<file path="config.mk">
export PLATFORM = sky130hd
export DESIGN_NAME = mc_ctrl_fsm
export DESIGN_NICKNAME = d
export VERILOG_FILES = /design/src/rtl/mc_ctrl_pkg.sv /design/src/rtl/mc_decode.sv /design/src/rtl/mc_ctrl_fsm.sv
export SDC_FILE = /design/constraint.sdc
export NUM_CORES = 1
export LEC_CHECK = 0
export CELL_PAD_IN_SITES_DETAIL_PLACEMENT = 1
export CELL_PAD_IN_SITES_GLOBAL_PLACEMENT = 1
export CORE_UTILIZATION = 35
export CTS_BUF_LIST = sky130_fd_sc_hd__clkbuf_8 sky130_fd_sc_hd__clkbuf_16
export CTS_CLUSTER_DIAMETER = 50
export DETAILED_ROUTE_END_ITERATION = 10
export HOLD_SLACK_MARGIN = 0.05
export PLACE_DENSITY_LB_ADDON = 0.1
export SLEW_MARGIN = 20
export SYNTH_ARGS = -nofsm -noshare
export SYNTH_HDL_FRONTEND = slang
export SYNTH_SLANG_ARGS = --single-unit
export TNS_END_PERCENT = 30
</file>
<file path="constraint.sdc">
create_clock -name clk -period 6.9 [get_ports clk]
set_clock_uncertainty 0.05 [all_clocks]
set_input_delay 2.07 -clock clk [delete_from_list [all_inputs] [get_ports clk]]
set_output_delay 2.07 -clock clk [all_outputs]
set_load 0.01 [all_outputs]
</file>
<file path="src/rtl/mc_ctrl_pkg.sv">
// rtl/mc_ctrl_pkg.sv - shared encodings for the multi-cycle MIPS controller
// State, mux-select, ALU and opcode constants plus the one-hot instruction class layout.
package mc_ctrl_pkg;

  typedef enum logic [2:0] {
    S_IF  = 3'd0,
    S_ID  = 3'd1,
    S_EXE = 3'd2,
    S_MEM = 3'd3,
    S_WB  = 3'd4
  } state_e;

  localparam logic [2:0] ALU_ADD = 3'd0;
  localparam logic [2:0] ALU_SUB = 3'd1;
  localparam logic [2:0] ALU_OR  = 3'd2;
  localparam logic [2:0] ALU_XOR = 3'd3;
  localparam logic [2:0] ALU_LUI = 3'd4;

  localparam logic [1:0] NPC_PC4 = 2'd0;
  localparam logic [1:0] NPC_BR  = 2'd1;
  localparam logic [1:0] NPC_JMP = 2'd2;
  localparam logic [1:0] NPC_REG = 2'd3;

  localparam logic [1:0] DST_RT = 2'd0;
  localparam logic [1:0] DST_RD = 2'd1;
  localparam logic [1:0] DST_RA = 2'd2;

  localparam logic [1:0] WD_ALU = 2'd0;
  localparam logic [1:0] WD_MEM = 2'd1;
  localparam logic [1:0] WD_PC4 = 2'd2;

  localparam logic [5:0] OP_RTYPE = 6'b000000;
  localparam logic [5:0] OP_ORI   = 6'b001101;
  localparam logic [5:0] OP_LUI   = 6'b001111;
  localparam logic [5:0] OP_LW    = 6'b100011;
  localparam logic [5:0] OP_SW    = 6'b101011;
  localparam logic [5:0] OP_BEQ   = 6'b000100;
  localparam logic [5:0] OP_J     = 6'b000010;
  localparam logic [5:0] OP_JAL   = 6'b000011;
  localparam logic [5:0] OP_BZEAL = 6'b111111;

  localparam logic [5:0] FN_ADDU = 6'b100001;
  localparam logic [5:0] FN_SUBU = 6'b100011;
  localparam logic [5:0] FN_XOR  = 6'b100110;
  localparam logic [5:0] FN_JR   = 6'b001000;

  // Bit positions inside the one-hot class vector; an all-zero vector means illegal.
  localparam int NUM_CLS   = 12;
  localparam int CLS_ADDU  = 0;
  localparam int CLS_SUBU  = 1;
  localparam int CLS_XOR   = 2;
  localparam int CLS_JR    = 3;
  localparam int CLS_ORI   = 4;
  localparam int CLS_LUI   = 5;
  localparam int CLS_LW    = 6;
  localparam int CLS_SW    = 7;
  localparam int CLS_BEQ   = 8;
  localparam int CLS_J     = 9;
  localparam int CLS_JAL   = 10;
  localparam int CLS_BZEAL = 11;

  typedef logic [NUM_CLS-1:0] cls_t;

  typedef struct packed {
    logic       imem_req;
    logic       dmem_req;
    logic       dmem_we;
    logic       pc_wr;
    logic [1:0] npc_sel;
    logic       ir_wr;
    logic       reg_wr;
    logic [1:0] reg_dst;
    logic [1:0] wd_sel;
    logic       alu_src_b;
    logic [2:0] alu_op;
    logic       ext_op;
    logic       instr_done;
    logic       illegal;
  } ctrl_t;

  function automatic logic is_rtype(input cls_t c);
    return c[CLS_ADDU] | c[CLS_SUBU] | c[CLS_XOR];
  endfunction

endpackage

</file>
<file path="src/rtl/mc_decode.sv">
// rtl/mc_decode.sv - op/fun to one-hot instruction class decoder
// Purely combinational; fun is only consulted for R-type opcodes.
module mc_decode
  import mc_ctrl_pkg::*;
(
  input  logic [5:0] op_i,
  input  logic [5:0] fun_i,
  output cls_t       cls_o,
  output logic       illegal_o
);

  always_comb begin
    cls_o = '0;
    case (op_i)
      OP_RTYPE: begin
        case (fun_i)
          FN_ADDU: cls_o[CLS_ADDU] = 1'b1;
          FN_SUBU: cls_o[CLS_SUBU] = 1'b1;
          FN_XOR:  cls_o[CLS_XOR]  = 1'b1;
          FN_JR:   cls_o[CLS_JR]   = 1'b1;
          default: ;
        endcase
      end
      OP_ORI:   cls_o[CLS_ORI]   = 1'b1;
      OP_LUI:   cls_o[CLS_LUI]   = 1'b1;
      OP_LW:    cls_o[CLS_LW]    = 1'b1;
      OP_SW:    cls_o[CLS_SW]    = 1'b1;
      OP_BEQ:   cls_o[CLS_BEQ]   = 1'b1;
      OP_J:     cls_o[CLS_J]     = 1'b1;
      OP_JAL:   cls_o[CLS_JAL]   = 1'b1;
      OP_BZEAL: cls_o[CLS_BZEAL] = 1'b1;
      default: ;
    endcase
  end

  assign illegal_o = ~|cls_o;

endmodule

</file>
<file path="src/rtl/mc_ctrl_fsm.sv">
// rtl/mc_ctrl_fsm.sv - multi-cycle IF/ID/EXE/MEM/WB controller for the MIPS datapath
// Outputs decode the state and the class registered in S_ID; all outputs are held low in reset.
module mc_ctrl_fsm
  import mc_ctrl_pkg::*;
(
  input  logic       clk,
  input  logic       reset,
  input  logic [5:0] op,
  input  logic [5:0] fun,
  input  logic       zero,
  output logic       imem_req,
  input  logic       imem_ack,
  output logic       dmem_req,
  output logic       dmem_we,
  input  logic       dmem_ack,
  output logic       pc_wr,
  output logic [1:0] npc_sel,
  output logic       ir_wr,
  output logic       reg_wr,
  output logic [1:0] reg_dst,
  output logic [1:0] wd_sel,
  output logic       alu_src_b,
  output logic [2:0] alu_op,
  output logic       ext_op,
  output logic       instr_done,
  output logic       illegal
);

  state_e state_q, state_d;
  cls_t   cls_q, cls_d, dec_cls, cls;
  logic   dec_illegal;
  logic   taken_q, taken_d;
  ctrl_t  ctrl_raw, ctrl;

  mc_decode u_decode (
    .op_i      (op),
    .fun_i     (fun),
    .cls_o     (dec_cls),
    .illegal_o (dec_illegal)
  );

  // The class register only becomes valid after S_ID, so S_ID uses the decoder directly.
  assign cls = (state_q == S_ID) ? dec_cls : cls_q;

  always_ff @(posedge clk or negedge reset) begin
    if (!reset) begin
      state_q <= S_IF;
      cls_q   <= '0;
      taken_q <= 1'b0;
    end else begin
      state_q <= state_d;
      cls_q   <= cls_d;
      taken_q <= taken_d;
    end
  end

  always_comb begin
    state_d = state_q;
    cls_d   = cls_q;
    taken_d = taken_q;
    case (state_q)
      S_IF: if (imem_ack) state_d = S_ID;
      S_ID: begin
        cls_d = dec_cls;
        if (dec_cls[CLS_J] | dec_cls[CLS_JR] | dec_illegal) state_d = S_IF;
        else if (dec_cls[CLS_JAL])                           state_d = S_WB;
        else                                                 state_d = S_EXE;
      end
      S_EXE: begin
        if (cls_q[CLS_BZEAL]) taken_d = zero;
        if (cls_q[CLS_LW] | cls_q[CLS_SW]) state_d = S_MEM;
        else if (cls_q[CLS_BEQ])           state_d = S_IF;
        else if (cls_q[CLS_BZEAL])         state_d = zero ? S_WB : S_IF;
        else                               state_d = S_WB;
      end
      S_MEM: if (dmem_ack) state_d = cls_q[CLS_LW] ? S_WB : S_IF;
      S_WB:  state_d = S_IF;
      default: state_d = S_IF;
    endcase
  end

  always_comb begin
    ctrl_raw = '0;
    case (state_q)
      S_IF: begin
        ctrl_raw.imem_req = 1'b1;
        if (imem_ack) begin
          ctrl_raw.ir_wr   = 1'b1;
          ctrl_raw.pc_wr   = 1'b1;
          ctrl_raw.npc_sel = NPC_PC4;
        end
      end
      S_ID: begin
        if (cls[CLS_J] | cls[CLS_JAL]) begin
          ctrl_raw.pc_wr   = 1'b1;
          ctrl_raw.npc_sel = NPC_JMP;
        end
        if (cls[CLS_JR]) begin
          ctrl_raw.pc_wr   = 1'b1;
          ctrl_raw.npc_sel = NPC_REG;
        end
        ctrl_raw.illegal    = dec_illegal;
        ctrl_raw.instr_done = cls[CLS_J] | cls[CLS_JR] | dec_illegal;
      end
      S_EXE: begin
        if (cls[CLS_SUBU]) ctrl_raw.alu_op = ALU_SUB;
        if (cls[CLS_XOR])  ctrl_raw.alu_op = ALU_XOR;
        if (cls[CLS_ORI]) begin
          ctrl_raw.alu_op    = ALU_OR;
          ctrl_raw.alu_src_b = 1'b1;
        end
        if (cls[CLS_LUI]) begin
          ctrl_raw.alu_op    = ALU_LUI;
          ctrl_raw.alu_src_b = 1'b1;
        end
        if (cls[CLS_LW] | cls[CLS_SW]) begin
          ctrl_raw.alu_op    = ALU_ADD;
          ctrl_raw.alu_src_b = 1'b1;
          ctrl_raw.ext_op    = 1'b1;
        end
        if (cls[CLS_BEQ] | cls[CLS_BZEAL]) begin
          ctrl_raw.alu_op = ALU_SUB;
          if (zero) begin
            ctrl_raw.pc_wr   = 1'b1;
            ctrl_raw.npc_sel = NPC_BR;
          end
        end
        ctrl_raw.instr_done = cls[CLS_BEQ] | (cls[CLS_BZEAL] & ~zero);
      end
      S_MEM: begin
        ctrl_raw.dmem_req   = 1'b1;
        ctrl_raw.dmem_we    = cls[CLS_SW];
        ctrl_raw.instr_done = dmem_ack & cls[CLS_SW];
      end
      S_WB: begin
        ctrl_raw.reg_wr     = ~(cls[CLS_BZEAL] & ~taken_q);
        ctrl_raw.instr_done = 1'b1;
        if (is_rtype(cls)) begin
          ctrl_raw.reg_dst = DST_RD;
          ctrl_raw.wd_sel  = WD_ALU;
        end else if (cls[CLS_LW]) begin
          ctrl_raw.reg_dst = DST_RT;
          ctrl_raw.wd_sel  = WD_MEM;
        end else if (cls[CLS_JAL] | cls[CLS_BZEAL]) begin
          ctrl_raw.reg_dst = DST_RA;
          ctrl_raw.wd_sel  = WD_PC4;
        end
      end
      default: ;
    endcase
  end

  assign ctrl = reset ? ctrl_raw : '0;

  assign imem_req   = ctrl.imem_req;
  assign dmem_req   = ctrl.dmem_req;
  assign dmem_we    = ctrl.dmem_we;
  assign pc_wr      = ctrl.pc_wr;
  assign npc_sel    = ctrl.npc_sel;
  assign ir_wr      = ctrl.ir_wr;
  assign reg_wr     = ctrl.reg_wr;
  assign reg_dst    = ctrl.reg_dst;
  assign wd_sel     = ctrl.wd_sel;
  assign alu_src_b  = ctrl.alu_src_b;
  assign alu_op     = ctrl.alu_op;
  assign ext_op     = ctrl.ext_op;
  assign instr_done = ctrl.instr_done;
  assign illegal    = ctrl.illegal;

endmodule

</file>
==> Flow_metrics.wiki, run 1 <==
{| class="wikitable"
! Metric !! Value
|-
| Run status || finished, final reports clean
|-
| Initial core utilization || 0.369
|-
| Per-instance average area after synthesis || 7.68 µm²
|-
| Post-CTS Resized || 0
|-
| Sequential area share after synthesis || 0.308
|-
| Kind of cell with the highest combined delay on the critical path || buffers and inverters
|-
| Synth Instances || 148
|-
| Combinational Power Share || 0.297
|-
| Setup repair after global routing missed its margin || false
|-
| Stages on worst setup path || 8
|-
| WS Path Type || in2out
|-
| Vias || 1,261
|-
| Depth of the worst register-to-register path || 3
|-
| Synthesis-to-layout area growth || 40.4%
|-
| Internal power || 168 µW
|-
| Switching power of the nets || 79.1 µW
|-
| Predominant post-synthesis flop cell || dfrtp_1
|-
| RR Startpoint || state_q[0]
|-
| Max H-tree Level || 1
|-
| Pin count of the biggest net entering global routing || 18
|-
| DR WL/cell || 16.7 µm
|-
| Initial drt markers || 46
|-
| Number of optimization iterations in the first detailed-route pass || 4
|-
| Data arrival time at the worst-slack endpoint || 4.65 ns
|-
| Cell leakage power || 0.625 nW
|-
| Setup slack, reg-to-reg || 4.89 ns
|-
| Remaining DRCs || 0
|-
| Clock transition at the registers of the reported paths || 0.06 ns
|-
| Final routed wirelength across all metal layers || 3810 µm
|-
| Count of flip-flops with a built-in enable after synthesis || 0
|-
| Total nets after synthesis || 165
|-
| Cell with the largest stage delay on the worst path || clkdlybuf4s50_1
|-
| Shortest period the worst path allows || 6.77 ns
|-
| Clock latency reported for the late side of the worst-skew pair || 0.25 ns
|-
| Maximum clock rate || 148 MHz
|-
| Count of fill cells added during filler insertion || 400
|-
| Worst relative slew slack || 0.581
|-
| Synthesis-stage register bit count || 14
|-
| Routed Antenna Nets || 0
|-
| Number of antenna violations at the first check in global routing || 0
|-
| Required time of the critical path || 4.78 ns
|-
| Worst slack on hold paths || 0.427 ns
|-
| Global-route wire length before repair || 6540 µm
|-
| Routed via count divided by cell count || 5.53
|-
| Cell breakdown of the critical path || clkdlybuf4s50_1, nor4_4, buf_4, nand4b_1, o21ai_0, nand2b_1, nor2b_1, clkdlybuf4s50_1
|-
| Net Sw Frac || 0.320
|-
| Die Span Y || 59.0 µm
|-
| Placer congestion estimate || 0.876
|-
| TritonCTS buffer count || 3
|-
| Commonest non-fill, non-tap cells in the layout || 35 x clkdlybuf4s50_1, 22 x nand2_1, 14 x dfrtp_1
|-
| Min-Delay Path Class || reg2reg
|-
| FFs w/ async S/R, synth || 1.00
|-
| CP endpoint || reg_dst[0]
|-
| Count of max-cap constraint violations || 0
|-
| Hold_buf cts || 0
|-
| Post-layout instance count excluding filler cells || 228
|-
| Total clock sinks || 14
|-
| Power per Cell Area || 155 mW/mm²
|-
| CTS tree || built
|-
| Total area of sequential cells || 350 µm²
|-
| Actual transition at the worst max-transition pin || 0.628 ns
|-
| Leading cell type in the layout, fill and taps excluded || clkdlybuf4s50_1
|-
| Launch point of the critical path || op[3]
|-
| Ratio of cells with drive above 1 in the final layout || 0.114
|-
| Sum of buffers and inverters on the critical path || 3
|-
| Library cell used as clock root buffer || clkbuf_8
|-
| Count of yosys warnings during synthesis || 0
|-
| Final worst path period share || 0.981
|-
| Cell count after placement || 224
|-
| Area of the multi-input gates || 717 µm²
|-
| Quantity of I/O buffers inserted on ports || 35
|-
| Worst Setup Start Kind || input pin
|-
| Top cell by count, worst path || clkdlybuf4s50_1
|-
| Boundary pin count || 36
|-
| Netlist area before placement || 0.00114 mm²
|-
| Library cells used by synthesis || 44
|-
| Start point of the worst min-delay path || cls_q[10]
|-
| Setup fix buffers added after clock tree synthesis || 0
|-
| Worst path max stage delay || 0.55 ns
|-
| Global route overflow || 0
|-
| Die W || 59.0 µm
|-
| Antenna cells || 0
|-
| Area of the core || 0.00308 mm²
|-
| Nets@finish || 202
|-
| Number of buffers on the longest clock path || 2
|-
| Detailed placement HPWL || 2990 µm
|-
| Final number of max-transition violations || 0
|-
| R2R Path End || cls_q[6]
|-
| Flop pwr share || 0.371
|-
| Vias in the first global route || 1,353
|-
| Peak ir drop on the vdd network || 0.0869 mV
|-
| Number of setup violations in the final report || 0
|-
| Overall track demand over capacity in global routing || 0.252
|-
| Total Die Area || 0.00348 mm²
|-
| Setup crit end kind || primary output
|-
| Setup_tns || 0 ns
|-
| Final count of hold timing violations || 0
|-
| Standard-cell row count || 20
|-
| Clock Power Share || 0.333
|-
| Critical path fanouts, max || 4
|}
-- synthesized netlist by cell type (3+ instances only) --
library cell | number | area, µm²
a21oi_1 | 6 | 30.0
clkbuf_1 | 6 | 22.5
nor3_1 | 8 | 40.0
dfrtp_1 | 14 | 350
nand2b_1 | 5 | 31.3
o31ai_1 | 3 | 22.5
nor3b_1 | 4 | 30.0
nand4_1 | 3 | 18.8
nand3_1 | 6 | 30.0
or2_2 | 3 | 18.8
nor2_1 | 13 | 48.8
o21ai_0 | 6 | 30.0
inv_1 | 4 | 15.0
nand2_1 | 22 | 82.6
nand4b_1 | 3 | 26.3
nor2b_1 | 8 | 50.1
-- stage by stage --
stage | setup WS [ns] | util | power (mW) | area [µm²]
finish | 0.133 | 0.518 | 0.247 | 1600
global route | 0.00369 | 0.518 | 0.263 | 1600
CTS | 0.149 | 0.518 | 0.249 | 1600
detailed placement | 0.149 | 0.500 | 0.165 | 1540
global placement | 0.229 | 0.500 | 0.163 | 1540
floorplan | 1.21 | - | 0.132 | 1140
-- power by group through the flow --
stage | sequential [mW] | combinational [mW] | clock, mW
floorplan | 0.0882 | 0.0440 | 0
global placement | 0.0925 | 0.0709 | 0
detailed placement | 0.0927 | 0.0725 | 0
CTS | 0.0911 | 0.0728 | 0.0848
global route | 0.0919 | 0.0806 | 0.0908
finish | 0.0914 | 0.0732 | 0.0821
-- worst register-to-register path: stages, from the launching register on --
cell and delay [ns]:
dfrtp_1 0.57, nor2b_1 0.33, nand2b_1 0.41, o31ai_1 0.50
-- sequential cells by signal (all words and copies together) (netlist names) --
| register | cells |
|---|---|
| cls_q | 10 |
| state_q | 3 |
| taken_q | 1 |
-- worst min-delay path by stage --
stage                     depth (start not counted)         to  slack, ns
after floorplan                                   2  cls_q[10]       0.38
after global placement                            2  cls_q[10]       0.40
after detailed placement                          2  cls_q[10]       0.42
after CTS                                         2  cls_q[10]       0.43
after global routing                              2  cls_q[10]       0.46
final                                             2  cls_q[10]       0.43
-- final cells by class --
cell class              count  area share
multi-input cells         120       0.449
flip-flops and latches     14       0.220
inverters                   4     0.00941
clock buffers               4      0.0345
well taps                  44      0.0345
repair buffers             42       0.253
-- logic make-up after synthesis --
logic type / after synthesis / synth area share
and+or+nand+nor: 87 / 0.424
DFF: 14 / 0.308
muxes: 1 / 0.00991
xor gates and xnor gates: 1 / 0.00771
AOI/OAI and AO/OA: 31 / 0.189
buffers and inverters: 14 / 0.0606
-- per-layer routing --
metal / GRT usage / wire length [µm] / part of all wire / vias up
li1: - / - / - / 612
met1: 0.311 / 1710 / 0.45 / 624
met2: 0.456 / 1970 / 0.52 / 23
met3: 0.0568 / 114 / 0.030 / 2
met4: 0.0306 / 16 / 0.0042 / 0
met5: 0 / 0 / 0 / -
No activity file was read; power rests on OpenSTA's default activity.
==> run 2: changes to the inputs <==
Settings changed: CORE_UTILIZATION 35 to 32.
Clock period 6.9 ns to 6.4 ns, I/O delays scaled along.
==> run 2 against run 1 <==
  * Global-route usage down 2.0 points
  * Via count up 2.9%
  * Core utilization down 2.5 points
  * Die area up 9.0%
  * Final area up 4.1%
  * Critical path depth unchanged
  * Non-clock buffer count up 5
  * Clock power down 6.5%
  * Final cell count up 2.6%
  * Sequential share of layout area down 0.86 points
==> Flow_metrics.wiki, run 2 (same netlist as run 1, synthesis figures left out) <==
{| class="wikitable"
! Metric !! Value
|-
| Library cell used as clock root buffer || clkbuf_8
|-
| Max H-tree Level || 1 (unchanged)
|-
| Shortest period the worst path allows || 6.25 ns
|-
| Hold_buf cts || 0 (unchanged)
|-
| Switching power of the nets || 87.4 µW (+10%)
|-
| Cell with the largest stage delay on the worst path || clkdlybuf4s50_1
|-
| Power per Cell Area || 156 mW/mm² (+0.56%)
|-
| Largest registers in the final layout || cls_q (10), state_q (3), taken_q (1)
|-
| Clock transition at the registers of the reported paths || 0.06 ns (about the same)
|-
| Number of flip-flops in the largest register || 10 (unchanged)
|-
| Number of buffers on the longest clock path || 2 (unchanged)
|-
| Data arrival time at the worst-slack endpoint || 4.28 ns (-0.37 ns)
|-
| Global-route wire length before repair || 6310 µm (-3.6%)
|-
| Nets@finish || 207 (+2.5%)
|-
| Worst path max stage delay || 0.54 ns (about the same)
|-
| Post-route setup slack || 0.146 ns (+0.0133 ns)
|-
| Peak ir drop on the vdd network || 0.102 mV (+17%)
|-
| Top cell by count, worst path || clkdlybuf4s50_1
|-
| Combinational Power Share || 0.321 (+0.024)
|-
| Overall track demand over capacity in global routing || 0.231 (-0.0201)
|-
| Vias || 1,298 (+2.9%)
|-
| Final worst path period share || 0.977
|-
| Count of max-cap constraint violations || 0 (unchanged)
|-
| Critical path fanouts, max || 3 (-1)
|-
| Synthesis-to-layout area growth || 46.1%
|-
| Initial drt markers || 16 (-65%)
|-
| Most flops, register || cls_q
|-
| Leading cell type in the layout, fill and taps excluded || clkdlybuf4s50_1
|-
| Total Die Area || 0.00379 mm² (+9.0%)
|-
| Net Sw Frac || 0.338 (+0.0179)
|-
| Routed via count divided by cell count || 5.55 (+0.29%)
|-
| Maximum clock rate || 160 MHz
|-
| Cell breakdown of the critical path || clkdlybuf4s50_1, nand3_1, or3_2, a2bb2oi_1, nor4b_1, a211oi_1, a21oi_2, clkdlybuf4s50_1
|-
| Boundary pin count || 36 (unchanged)
|-
| Die W || 61.6 µm (+4.4%)
|-
| Required time of the critical path || 4.43 ns (-0.35 ns)
|-
| Setup crit end kind || primary output
|-
| Die Span Y || 61.6 µm (+4.4%)
|-
| Number of setup violations in the final report || 0 (unchanged)
|-
| Remaining DRCs || 0 (unchanged)
|-
| Routed Antenna Nets || 0 (unchanged)
|-
| Worst relative slew slack || 0.567 (-0.0140)
|-
| Pre-CTS setup slack || -0.0479 ns (-0.196 ns)
|-
| Flop pwr share || 0.382 (+0.011)
|-
| Setup repair after global routing missed its margin || false
|-
| Min-Delay Path Class || reg2reg
|-
| Number of antenna violations at the first check in global routing || 0 (unchanged)
|-
| Run status || finished, final reports clean
|-
| Cell leakage power || 0.676 nW (+8.2%)
|-
| Area of the multi-input gates || 749 µm² (+4.5%)
|-
| Pin count of the biggest net entering global routing || 18 (unchanged)
|-
| Ratio of cells with drive above 1 in the final layout || 0.165 (+0.0508)
|-
| Setup fix buffers added after clock tree synthesis || 0 (unchanged)
|-
| Internal power || 171 µW (+1.9%)
|-
| Actual transition at the worst max-transition pin || 0.649 ns (+0.0210 ns)
|-
| Placer congestion estimate || 0.797 (-8.9%)
|-
| Clock Power Share || 0.297 (-0.036)
|-
| Detailed placement HPWL || 3090 µm (+3.1%)
|-
| Standard-cell row count || 21 (+5.0%)
|-
| Final number of max-transition violations || 0 (unchanged)
|-
| Area of the core || 0.00336 mm² (+9.3%)
|-
| Antenna cells || 0 (unchanged)
|-
| Total clock sinks || 14 (unchanged)
|-
| Count of fill cells added during filler insertion || 445 (+11%)
|-
| TritonCTS buffer count || 3 (unchanged)
|-
| Initial core utilization || 0.338 (-0.0313)
|-
| Final count of hold timing violations || 0 (unchanged)
|-
| Quantity of I/O buffers inserted on ports || 35 (unchanged)
|-
| Commonest non-fill, non-tap cells in the layout || 31 x clkdlybuf4s50_1, 22 x nand2_1, 14 x dfrtp_1
|-
| Worst slack on hold paths || 0.435 ns (+0.00815 ns)
|-
| Clock latency reported for the late side of the worst-skew pair || 0.26 ns (about the same)
|-
| Total area of sequential cells || 350 µm² (unchanged)
|-
| Global route overflow || 0 (unchanged)
|-
| Setup_tns || 0 ns (unchanged)
|-
| CTS tree || built
|-
| Number of optimization iterations in the first detailed-route pass || 4 (unchanged)
|-
| Final routed wirelength across all metal layers || 3860 µm (+1.2%)
|-
| WS Path Type || in2out
|-
| Worst Setup Start Kind || input pin
|-
| DR WL/cell || 16.5 µm (-1.4%)
|-
| Vias in the first global route || 1,359 (+0.44%)
|}
## run 2: per-layer routing
metal  vias to the layer above  global-route usage  routed length [µm]
met5                         -                   0                   0
met4                         0              0.0667                  74
met3                         9              0.0525                 125
met2                        22               0.419                1990
met1                       652               0.271                1670
li1                        615                   -                   -
## run 2: final timing paths
kind / from / slack (ns) / cells past startpoint / endpoint
worst max-delay path: op[0] / 0.15 / 8 / instr_done
worst min-delay path: cls_q[0] / 0.43 / 2 / cls_q[0]
worst max register to register: state_q[0] / 4.47 / 4 / cls_q[7]
worst min register to register: cls_q[0] / 0.43 / 2 / cls_q[0]
max in group asynchronous: reset / 4.10 / 2 / cls_q[5]
min in group asynchronous: reset / 2.01 / 2 / state_q[1]
## run 2: repair_timing
action	CTS	global route
gates cloned	0	0
pin swaps	0	1
setup endpoints to repair	1	8
resized for setup	1	10
## run 2: layout make-up
class	count	share of cell area
Multi-Input combinational cell	120	0.451
Tap cell	46	0.0347
Sequential cell	14	0.211
Clock buffer	3	0.0249
Inverter	4	0.00904
Timing Repair Buffer	47	0.269
## run 2: through the flow
step | cell area, µm² | total power [mW] | std cells | util
2_1_floorplan | 1140 | 0.142 | 148 | -
3_3_place_gp | 1580 | 0.180 | 231 | 0.470
3_5_place_dp | 1580 | 0.182 | 231 | 0.470
4_1_cts | 1620 | 0.260 | 234 | 0.482
5_1_grt | 1660 | 0.270 | 234 | 0.494
6_report | 1660 | 0.258 | 234 | 0.494
## run 2: critical path, delay by kind of cell
kind / cells / cell delay, ns
simple gates: 3 / 0.87
buf+inv: 2 / 1.06
compound gates: 3 / 0.42
## run 2: power groups by stage
stage               clock network, mW  registers [mW]  logic (mW)
finish                         0.0768          0.0986      0.0828
detailed placement                  0           0.100      0.0823
global placement                    0          0.0999      0.0800
CTS                            0.0793          0.0984      0.0827
global route                   0.0807          0.0992      0.0904
floorplan                           0          0.0951      0.0474
